<file path="config.mk">
export PLATFORM = sky130hd
export DESIGN_NAME = exec_sequencer
export DESIGN_NICKNAME = d
export VERILOG_FILES = /design/src/rtl/exec_sequencer.sv
export SDC_FILE = /design/constraint.sdc
export NUM_CORES = 1
export LEC_CHECK = 0
export ABC_AREA = 1
export CAP_MARGIN = 20
export CORE_AREA = 2 2 126 128
export DETAILED_ROUTE_END_ITERATION = 8
export DIE_AREA = 0 0 128 130
export PLACE_DENSITY = 0.63
export SETUP_SLACK_MARGIN = 0.5
export SKIP_CTS_REPAIR_TIMING = 1
export SYNTH_ARGS = -nofsm -noshare
export SYNTH_HDL_FRONTEND = slang
export SYNTH_SLANG_ARGS = --single-unit
export TNS_END_PERCENT = 50
</file>
<file path="constraint.sdc">
create_clock -name clk -period 2.5 [get_ports clk]
set_clock_uncertainty 0.2 [all_clocks]
set_input_delay 0.625 -clock clk [delete_from_list [all_inputs] [get_ports clk]]
set_output_delay 0.625 -clock clk [all_outputs]
set_load 0.005 [all_outputs]
</file>
<file path="src/rtl/exec_sequencer.sv">
// ---------------------------------------------------------------------------
// exec_sequencer
//
// Fetch/decode/issue controller for the single-cycle execution unit. Owns the
// program counter, fetches 32-bit instruction words over a req/ack handshake,
// registers the decoded fields, pulses exec_en for one cycle and then loads
// the PC from the executor's nextpc. Runs one instruction at a time until it
// fetches the halt word 32'hFFFF_FFFF.
//
// Sequence per instruction: FETCH (1 + wait cycles), DECODE, EXEC, WB.
//
// Ports:
//   clk, rst          clock (rising edge), asynchronous active-low reset
//   start             restart pulse, honoured only in IDLE or HALT
//   imem_req/addr     fetch request and address (address = pc)
//   imem_ack/rdata    fetch data valid and instruction word
//   exec_en           one-cycle execute strobe
//   pc, nextpc_in     current instruction address, executor's next PC
//   instr_type        decoded type (00=I, 01=R, 10=J); named instr_type
//                     because "type" is a reserved word
//   opc..iindex       registered instruction fields
//   busy, halted      status
//   fault             sticky fetch-timeout flag
//   instr_count       retired-instruction counter (wraps)
//
// Optional build macro SEQ_FETCH_TIMEOUT_EN: enables a fetch-ack watchdog of
// TIMEOUT_CYCLES cycles that sets fault and halts. Without it FETCH waits
// indefinitely and fault is constant 0.
// ---------------------------------------------------------------------------
module exec_sequencer #(
    parameter logic [7:0]  RESET_PC       = 8'h00,
    parameter int unsigned TIMEOUT_CYCLES = 16
) (
    input  logic        clk,
    input  logic        rst,
    input  logic        start,
    output logic        imem_req,
    output logic [7:0]  imem_addr,
    input  logic        imem_ack,
    input  logic [31:0] imem_rdata,
    output logic        exec_en,
    output logic [7:0]  pc,
    input  logic [7:0]  nextpc_in,
    output logic [1:0]  instr_type,
    output logic [5:0]  opc,
    output logic [4:0]  rs,
    output logic [4:0]  rt,
    output logic [4:0]  rd,
    output logic [4:0]  shamt,
    output logic [5:0]  funct,
    output logic [15:0] imm,
    output logic [25:0] iindex,
    output logic        busy,
    output logic        halted,
    output logic        fault,
    output logic [15:0] instr_count
);

    typedef enum logic [2:0] {
        S_IDLE,
        S_FETCH,
        S_DECODE,
        S_EXEC,
        S_WB,
        S_HALT
    } state_t;

    localparam logic [31:0] HALT_WORD = 32'hFFFF_FFFF;

    function automatic logic [1:0] decode_type(input logic [5:0] op);
        case (op)
            6'b000000:           return 2'b01;
            6'b000010, 6'b000011: return 2'b10;
            default:             return 2'b00;
        endcase
    endfunction

    state_t      state_q, state_d;
    logic [7:0]  pc_q, pc_d;
    logic [31:0] ir_q, ir_d;      // word captured on fetch ack
    logic [31:0] dec_q, dec_d;    // word behind the field outputs
    logic [1:0]  type_q, type_d;
    logic [15:0] count_q, count_d;

    logic restart;
    logic timeout;

    assign restart = start && (state_q == S_IDLE || state_q == S_HALT);

    always_comb begin
        // NOTE: every _d takes its current value first, so no path through
        // the case leaves it unassigned (an unassigned path infers a latch).
        state_d = state_q;
        pc_d    = pc_q;
        ir_d    = ir_q;
        dec_d   = dec_q;
        type_d  = type_q;
        count_d = count_q;

        case (state_q)
            S_IDLE, S_HALT: begin
                if (restart) begin
                    pc_d    = RESET_PC;
                    count_d = '0;
                    state_d = S_FETCH;
                end
            end
            S_FETCH: begin
                if (imem_ack) begin
                    ir_d    = imem_rdata;
                    state_d = S_DECODE;
                end else if (timeout) begin
                    state_d = S_HALT;
                end
            end
            S_DECODE: begin
                // The halt word never reaches the field outputs, so they keep
                // showing the last executed instruction while halted.
                if (ir_q == HALT_WORD) begin
                    state_d = S_HALT;
                end else begin
                    dec_d   = ir_q;
                    type_d  = decode_type(ir_q[31:26]);
                    state_d = S_EXEC;
                end
            end
            S_EXEC: begin
                state_d = S_WB;
            end
            S_WB: begin
                pc_d    = nextpc_in;
                count_d = count_q + 16'd1;
                state_d = S_FETCH;
            end
            default: begin
                state_d = S_IDLE;
            end
        endcase
    end

    // NOTE: state registers use non-blocking assignments so every flop samples
    // the pre-edge values regardless of statement order.
    always_ff @(posedge clk or negedge rst) begin
        if (!rst) begin
            state_q <= S_IDLE;
            pc_q    <= RESET_PC;
            ir_q    <= '0;
            dec_q   <= '0;
            type_q  <= 2'b00;
            count_q <= '0;
        end else begin
            state_q <= state_d;
            pc_q    <= pc_d;
            ir_q    <= ir_d;
            dec_q   <= dec_d;
            type_q  <= type_d;
            count_q <= count_d;
        end
    end

`ifdef SEQ_FETCH_TIMEOUT_EN
    logic [7:0] wait_q, wait_d;
    logic       fault_q, fault_d;
    logic       enter_fetch;

    assign enter_fetch = restart || (state_q == S_WB);

    // Fires on the TIMEOUT_CYCLES-th consecutive FETCH cycle without ack.
    assign timeout = (state_q == S_FETCH) && !imem_ack &&
                     (wait_q == 8'(TIMEOUT_CYCLES - 1));

    always_comb begin
        wait_d  = wait_q;
        fault_d = fault_q;
        if (enter_fetch) begin
            wait_d = '0;
        end else if (state_q == S_FETCH && !imem_ack) begin
            wait_d = wait_q + 8'd1;
        end
        if (restart) begin
            fault_d = 1'b0;
        end else if (timeout) begin
            fault_d = 1'b1;
        end
    end

    always_ff @(posedge clk or negedge rst) begin
        if (!rst) begin
            wait_q  <= '0;
            fault_q <= 1'b0;
        end else begin
            wait_q  <= wait_d;
            fault_q <= fault_d;
        end
    end

    assign fault = fault_q;
`else
    assign timeout = 1'b0;
    // TIMEOUT_CYCLES only matters with the watchdog built in; folding it into
    // the constant keeps the parameter referenced in this build.
    assign fault   = (TIMEOUT_CYCLES == 0) && 1'b0;
`endif

    assign imem_req    = (state_q == S_FETCH);
    assign imem_addr   = pc_q;
    assign exec_en     = (state_q == S_EXEC);
    assign pc          = pc_q;
    assign busy        = (state_q == S_FETCH) || (state_q == S_DECODE) ||
                         (state_q == S_EXEC)  || (state_q == S_WB);
    assign halted      = (state_q == S_HALT);
    assign instr_count = count_q;

    assign instr_type  = type_q;
    assign opc         = dec_q[31:26];
    assign rs          = dec_q[25:21];
    assign rt          = dec_q[20:16];
    assign rd          = dec_q[15:11];
    assign shamt       = dec_q[10:6];
    assign funct       = dec_q[5:0];
    assign imm         = dec_q[15:0];
    assign iindex      = dec_q[25:0];

endmodule

</file>
# Word level (Yosys, flattened, before mapping)
# Cells that the tools add are included.
# totals
register_bits	93
input_bits	44
out_inout_bits	113
elab_cells	41
# op_classes
addsub	1
n_eq_ne	10
muxes	9
bitwise	1
reduce_logical	14
# ops
cell	n
$eq 32x32->1 const B	1
$pmux 16 s2	1
$add 16x1->16 const B	1
$mux 16	1
$pmux 8 s2	1
$pmux 3 s5	1
$eq 6x2->1 const B	2
$mux 3	3
$mux 8	1
$reduce_and 2->1	4
$eq 3x2->1 const B	2
$eq 3x3->1 const B	2
$logic_not 6->1	1
$logic_or 1x1->1	4
$pmux 2 s2	1
$reduce_or 2->1	2
$eq 3x1->1 const B	1
$logic_not 3->1	1
$ne 2x1->1 const B	1
$ne 2x2->1 const B	1
$reduce_bool 2->1	1
$logic_and 1x1->1	1
$not 1->1	1

# Depth between registers and ports, before layout
# Gate-level depths: netlist of run 1.
# depth
word_depth	5
depth_mapped	9

# Worst setup path before layout of run 1
# OpenSTA, ideal clock, no wires.
# synth_timing
path_type	flip-flop to output port
start	register state_q[0]
end	output busy
arrival_ps	979
required_ps	1675
slack_ps	696
stages_incl_launch_ff	5
path_buffers	1
cell_sequence	dfrtp_1 buf_2 nor3_4 inv_1 nand2_1
# synth_via
elab_chain_cells	4
elab_cells_between_ends	7
cone_classes	eq/ne: 4; reduce/logical: 3
# synth_lines
element	line	text
start: declaration	78	state_t state_q, state_d;
start signal: assignment	152	state_q <= state_d;
$eq 3x1->1 or $eq 3x2->1 (tied branches)	209	assign busy = (state_q == S_FETCH) || (state_q == S_DECODE) ||
$logic_or 1x1->1 (2 in a row)	209	
$logic_or 1x1->1 *	210	(state_q == S_EXEC) || (state_q == S_WB);
end: declaration	53	output logic busy,
# Every way passes the cells marked *; elsewhere a longest branch is shown, timed or not.

# Worst setup path in the final report of run 1
# layout_timing
start	register dec_q[16]
end	output rt[0]
# layout_rtl
element	line	text
start: declaration	81	logic [31:0] dec_q, dec_d;
start signal: assignment	148	dec_q <= '0;
start signal: assignment	155	dec_q <= dec_d;
end: declaration	47	output logic [4:0] rt,
# No word-level cell between the ends.

==> impl_metrics.ini, run 1 <==
[grt]
grt_pass1_wl_mm = 17.8
grt_pass1_vias = 3589
antenna_found_initial = 0
grt-ovfl-total = 0
grt_max_degree = 36
grt_use_total_pct = 13.8

[setup_path]
cp.arrival_ps = 1260
cp_slowest_cell = clkdlybuf4s50_1
path_cells = clkdlybuf4s50_1
cp.depth = 1
critPathTopFamily = buffers and inverters
r2r-start = state_q[0]$_DFFE_PN0P_
r2r_setup_slack_ps = 670
max_stage_delay_ps = 520
cp.required_ps = 1670
crit_path_end_kind = primary output
worstSetupPathType = flop to primary output
critPathBufInv = 1
crit_fanout = 3
worstReg2RegEnd = ir_q[2]$_DFFE_PN0P_
start_kind = flop
reg2reg_depth = 5

[clock_network]
path_clk_slew_ps = 60
htree_levels = 3
cts.sinks = 93
insertion_delay_ps = 340
cts_tree = yes
root_buffer = clkbuf_16
cts_buffer_depth = 2
cts-buffers-inserted = 9

[yosys]
synth.most_common_cell = nand2_1
synth_edf_count = 0
ys_seq_area_share_pct = 51.8
synth_top_cell_by_area = dfrtp_1
syn_area_per_cell_sq_um = 9.02
synth.area.top_cells = dfrtp_1, nand2_1, buf_4
synth_warnings = 0
ys_seq_elements = 93
synth_area_sq_mm = 0.00449
synth_nets = 543
async_reset_ff_share_pct = 100
yosysTopAreaCellShare_pct = 51.8
synth_flop_cell = dfrtp_1
synth_cell_types = 32
syn_inst = 498
synth_common_cells = nand2_1, dfrtp_1, buf_4, nand3_1, nor2_1

[pwr]
powerDensity_mw_per_mm2 = 1040
p_seq_share_pct = 38.5
switching_share_pct = 32.9
clkPwrFrac_pct = 18.9
comb_power_share_pct = 42.6
intPower_w = 0.00458
ir_drop_mv = 0.432
power_w = 0.00682
p_sw_w = 0.00224
p_leak_nw = 3.73

[flow_run]
maxCapViolCount = 0

[finish]
drive_above_1_share_pct = 13.4
nFillCells = 1498
area_growth_pct = 45.3
finalNetCount = 681
final_cells = 832
antenna_cells = 0
multi_input_area_sq_mm = 0.00160
fin_util_pct = 42.3
final-seq-area_sq_mm = 0.00234

[timing]
fin_hold_ws_ps = 7.97
finalHoldViolations = 0
min_period_over_period_pct = 83.4
rsz0062_at_grt = true
setup_viol = 0
fmax_mhz = 480
period_needed_ps = 2090
drv_slew = 0

[routing]
drt-pass1-iter-count = 5
drtIter0Drc = 155
vias = 3742
totalWireLength_mm = 11.6
postRouteAntennaNets = 0
viasPerCell = 4.50
wl_per_cell_um = 14.0
route.detailed.drc = 0

[die]
start_util_pct = 29.1
io-pin-count = 157
die_y_um = 130
die_x_um = 128
dieArea_sq_mm = 0.0166
row_count = 46
core_sq_mm = 0.0154

[placed_design]
hpwl_mm = 8.08
place.gp.congestion = 0.799
portBuffers = 155
dpl.cell_count = 787

[run_status]
status = completed

[worst_hold_path]
hold_path.class = input pin to asynchronous set/reset pin
==> cell usage in the layout (no fill, tap or decap), drive strengths merged, types with 2 or more instances in the layout <==
| cell type | instances |
|---|---|
| a21oi | 7 |
| buf | 42 |
| clkbuf | 13 |
| clkdlybuf4s50 | 95 |
| clkinv | 2 |
| dfrtp | 93 |
| dlymetal6s2s | 56 |
| inv | 22 |
| mux2 | 29 |
| nand2 | 165 |
| nand3 | 50 |
| nor2 | 32 |
| nor3 | 5 |
| o21ai | 16 |
| or2 | 2 |
==> layout make-up <==
cell class	count	area share, %
clock inverters	3	0.326
inverters	22	1.30
repair buffers	194	30.5
flip-flops and latches	93	35.8
multi-input cells	316	24.5
well taps	192	3.68
clock buffers	12	3.93
==> logic make-up after synthesis <==
kind of cell / synth area share, %
XOR/XNOR: 0.390
other: 0.0835
buffers and inverters: 12.7
multiplexers: 7.27
AND/OR/NAND/NOR: 24.4
adder cells (fa/ha/maj): 0.279
AO/OA/AOI/OAI: 3.04
flip-flops: 51.8
==> worst max-delay path by stage <==
| stage | from | to | slack (ps) |
|---|---|---|---|
| 6_report | dec_q[16]$_DFFE_PN0P_ | rt[0] | 410 |
| 5_1_grt | state_q[0]$_DFFE_PN0P_ | busy | 330 |
| 4_1_cts | state_q[0]$_DFFE_PN0P_ | busy | -130 |
| 3_5_place_dp | state_q[0]$_DFFE_PN0P_ | busy | 260 |
| 3_3_place_gp | state_q[0]$_DFFE_PN0P_ | busy | 280 |
| 2_1_floorplan | state_q[0]$_DFFE_PN0P_ | busy | 700 |
==> state kept, by name, indices dropped and copies added (netlist names) <==
name	flops
dec_q	32
ir_q	32
instr_count	16
imem_addr	8
state_q	3
instr_type	2
==> stage by stage <==
step | cell area [sq um] | setup TNS [ps] | setup slack [ps]
2_1_floorplan | 4490 | 0 | 696
3_3_place_gp | 5890 | 0 | 279
3_5_place_dp | 5890 | 0 | 257
4_1_cts | 6160 | -297 | -128
5_1_grt | 6530 | 0 | 330
6_report | 6530 | 0 | 415
==> per-layer routing <==
metal	part of all wire (%)	vias to the layer above	GRT usage, %	wire (um)
li1	-	1815	-	-
met1	44	1778	17.7	5130
met2	47	135	22.4	5510
met3	6.7	14	3.36	783
met4	1.6	0	5.62	186
met5	0	-	0	0
==> power groups by stage <==
| stage | clock network (W) | logic [W] | registers (W) |
|---|---|---|---|
| 2_1_floorplan | 0 | 0.00165 | 0.00256 |
| 3_3_place_gp | 0 | 0.00282 | 0.00263 |
| 3_5_place_dp | 0 | 0.00286 | 0.00268 |
| 4_1_cts | 0.00134 | 0.00288 | 0.00266 |
| 5_1_grt | 0.00138 | 0.00319 | 0.00272 |
| 6_report | 0.00129 | 0.00290 | 0.00262 |
Power figures use the tool's default switching activity.
==> run 2: changes to the inputs <==
--- a/config.mk
+++ b/config.mk
@@ -10,7 +10,7 @@
 export CORE_AREA = 2 2 126 128
 export DETAILED_ROUTE_END_ITERATION = 8
 export DIE_AREA = 0 0 128 130
-export PLACE_DENSITY = 0.63
+export PLACE_DENSITY = 0.65
 export SETUP_SLACK_MARGIN = 0.5
 export SKIP_CTS_REPAIR_TIMING = 1
 export SYNTH_ARGS = -nofsm -noshare
==> constraint.sdc (replaced) <==
create_clock -name clk -period 1.8 [get_ports clk]
set_clock_uncertainty 0.2 [all_clocks]
set_input_delay 0.45 -clock clk [delete_from_list [all_inputs] [get_ports clk]]
set_output_delay 0.45 -clock clk [all_outputs]
set_load 0.005 [all_outputs]
==> run 2 against run 1 <==
Effect of this change:
- the run now ends with hold timing, setup timing left
- combinational power up 73%
- register-to-register slack worse by 650 ps
- power up 57%
- global-route usage down 0.24 points
- critical endpoint is now halted
- largest cell class unchanged
==> impl_metrics.ini, run 2 (same netlist as run 1, synthesis figures left out) <==
[grt]
antenna_found_initial = 0
grt_max_degree = 38
grt_use_total_pct = 13.5
grt_pass1_vias = 3646
grt-ovfl-total = 0
grt_pass1_wl_mm = 17.8

[routing]
postRouteAntennaNets = 0
viasPerCell = 4.56
route.detailed.drc = 0
drtIter0Drc = 189
drt-pass1-iter-count = 4
vias = 3967
totalWireLength_mm = 12.3
wl_per_cell_um = 14.2

[clock_network]
root_buffer = clkbuf_16
cts_tree = yes
path_clk_slew_ps = 70
insertion_delay_ps = 340
cts.sinks = 93
cts-buffers-inserted = 9
htree_levels = 3
cts_buffer_depth = 2

[timing]
setup_viol = 4
finalHoldViolations = 20
fin_ws_ps = -69.5
min_period_over_period_pct = 104
drv_slew = 0
rsz0062_at_grt = true
fin_hold_ws_ps = -205
fmax_mhz = 535
period_needed_ps = 1870

[finish]
finalNetCount = 718
final_common_cell = nand2_1
drive_above_1_share_pct = 47.1
final_cells = 870
antenna_cells = 0
area_growth_pct = 53.6
finalInstanceArea_sq_mm = 0.00690
final_cell_mix = nand2_1, dfrtp_1, clkbuf_2

[setup_path]
cp.arrival_ps = 1220
critPathTopFamily = flip-flops
cp.required_ps = 1150
cp_slowest_cell = dfrtp_1
startpoint = state_q[1]$_DFFE_PN0P_
crit_fanout = 3
start_kind = flop
crit_path_end_kind = primary output
critPathBufInv = 2
r2r-start = state_q[0]$_DFFE_PN0P_
max_stage_delay_ps = 440
path_cells = inv_2 > nand2_1 > nor2_2 > clkbuf_2
worstSetupPathType = flop to primary output

[die]
start_util_pct = 29.1
dieArea_sq_mm = 0.0166
row_count = 46
io-pin-count = 157
core_sq_mm = 0.0154
die_x_um = 128
die_y_um = 130

[placed_design]
dpl_worst_slack_ps = -143
placed_cell_area_sq_mm = 0.00616
hpwl_mm = 8.49
portBuffers = 155
place.gp.congestion = 0.881
dpl.cell_count = 805

[run_status]
status = finished with violations
violations = hold timing, setup timing

[pwr]
powerDensity_mw_per_mm2 = 1550
p_leak_nw = 3.56
ir_drop_mv = 0.693
power_w = 0.0107

[flow_run]
maxCapViolCount = 0

[worst_hold_path]
hold_path.class = input pin to asynchronous set/reset pin
-- run 2: area by class of cell --
| class | instances | area (sq um) |
|---|---|---|
| Sequential cell | 93 | 2340 |
| Fill cell | 1528 | 8520 |
| Tap cell | 192 | 240 |
| Timing Repair Buffer | 231 | 1950 |
| Clock inverter | 7 | 66.3 |
| Clock buffer | 9 | 225 |
| Multi-Input combinational cell | 316 | 2000 |
| Inverter | 22 | 82.6 |
-- run 2: where the power goes --
part / internal [W] / leakage, nW / switching (W)
registers: 0.00295 / 1.16 / 0.000851
logic: 0.00296 / 2.26 / 0.00205
clock network: 0.00107 / 0.145 / 0.000811
total: 0.00698 / 3.56 / 0.00371
-- run 2: final timing paths --
kind,to,slack (ps),cells after the start
hold / removal,instr_count[12]$_DFFE_PN0P_,-200,1
setup / recovery,halted,-70,4
min in group clk,dec_q[27]$_DFFE_PN0P_,270,2
hold reg to reg,dec_q[27]$_DFFE_PN0P_,270,2
max in group asynchronous,dec_q[1]$_DFFE_PN0P_,1080,2
setup reg to reg,ir_q[1]$_DFFE_PN0P_,20,7
-- run 2: metrics by stage --
step	hold slack (ps)	setup TNS (ps)	util (%)
global route	-194	-628	44.7
floorplan	-45.6	0	-
detailed placement	168	-3570	40.0
global placement	165	-2630	40.0
finish	-205	-206	44.7
CTS	-197	-14020	41.8
-- run 2: metal layers --
| metal | share of wire [%] | global-route usage [%] | vias up | routed length, um |
|---|---|---|---|---|
| met1 | 45 | 17.5 | 1919 | 5510 |
| met5 | 0 | 0 | - | 0 |
| li1 | - | - | 1887 | - |
| met3 | 6.6 | 3.57 | 13 | 807 |
| met2 | 48 | 22.6 | 148 | 5870 |
| met4 | 1.0 | 3.81 | 0 | 127 |
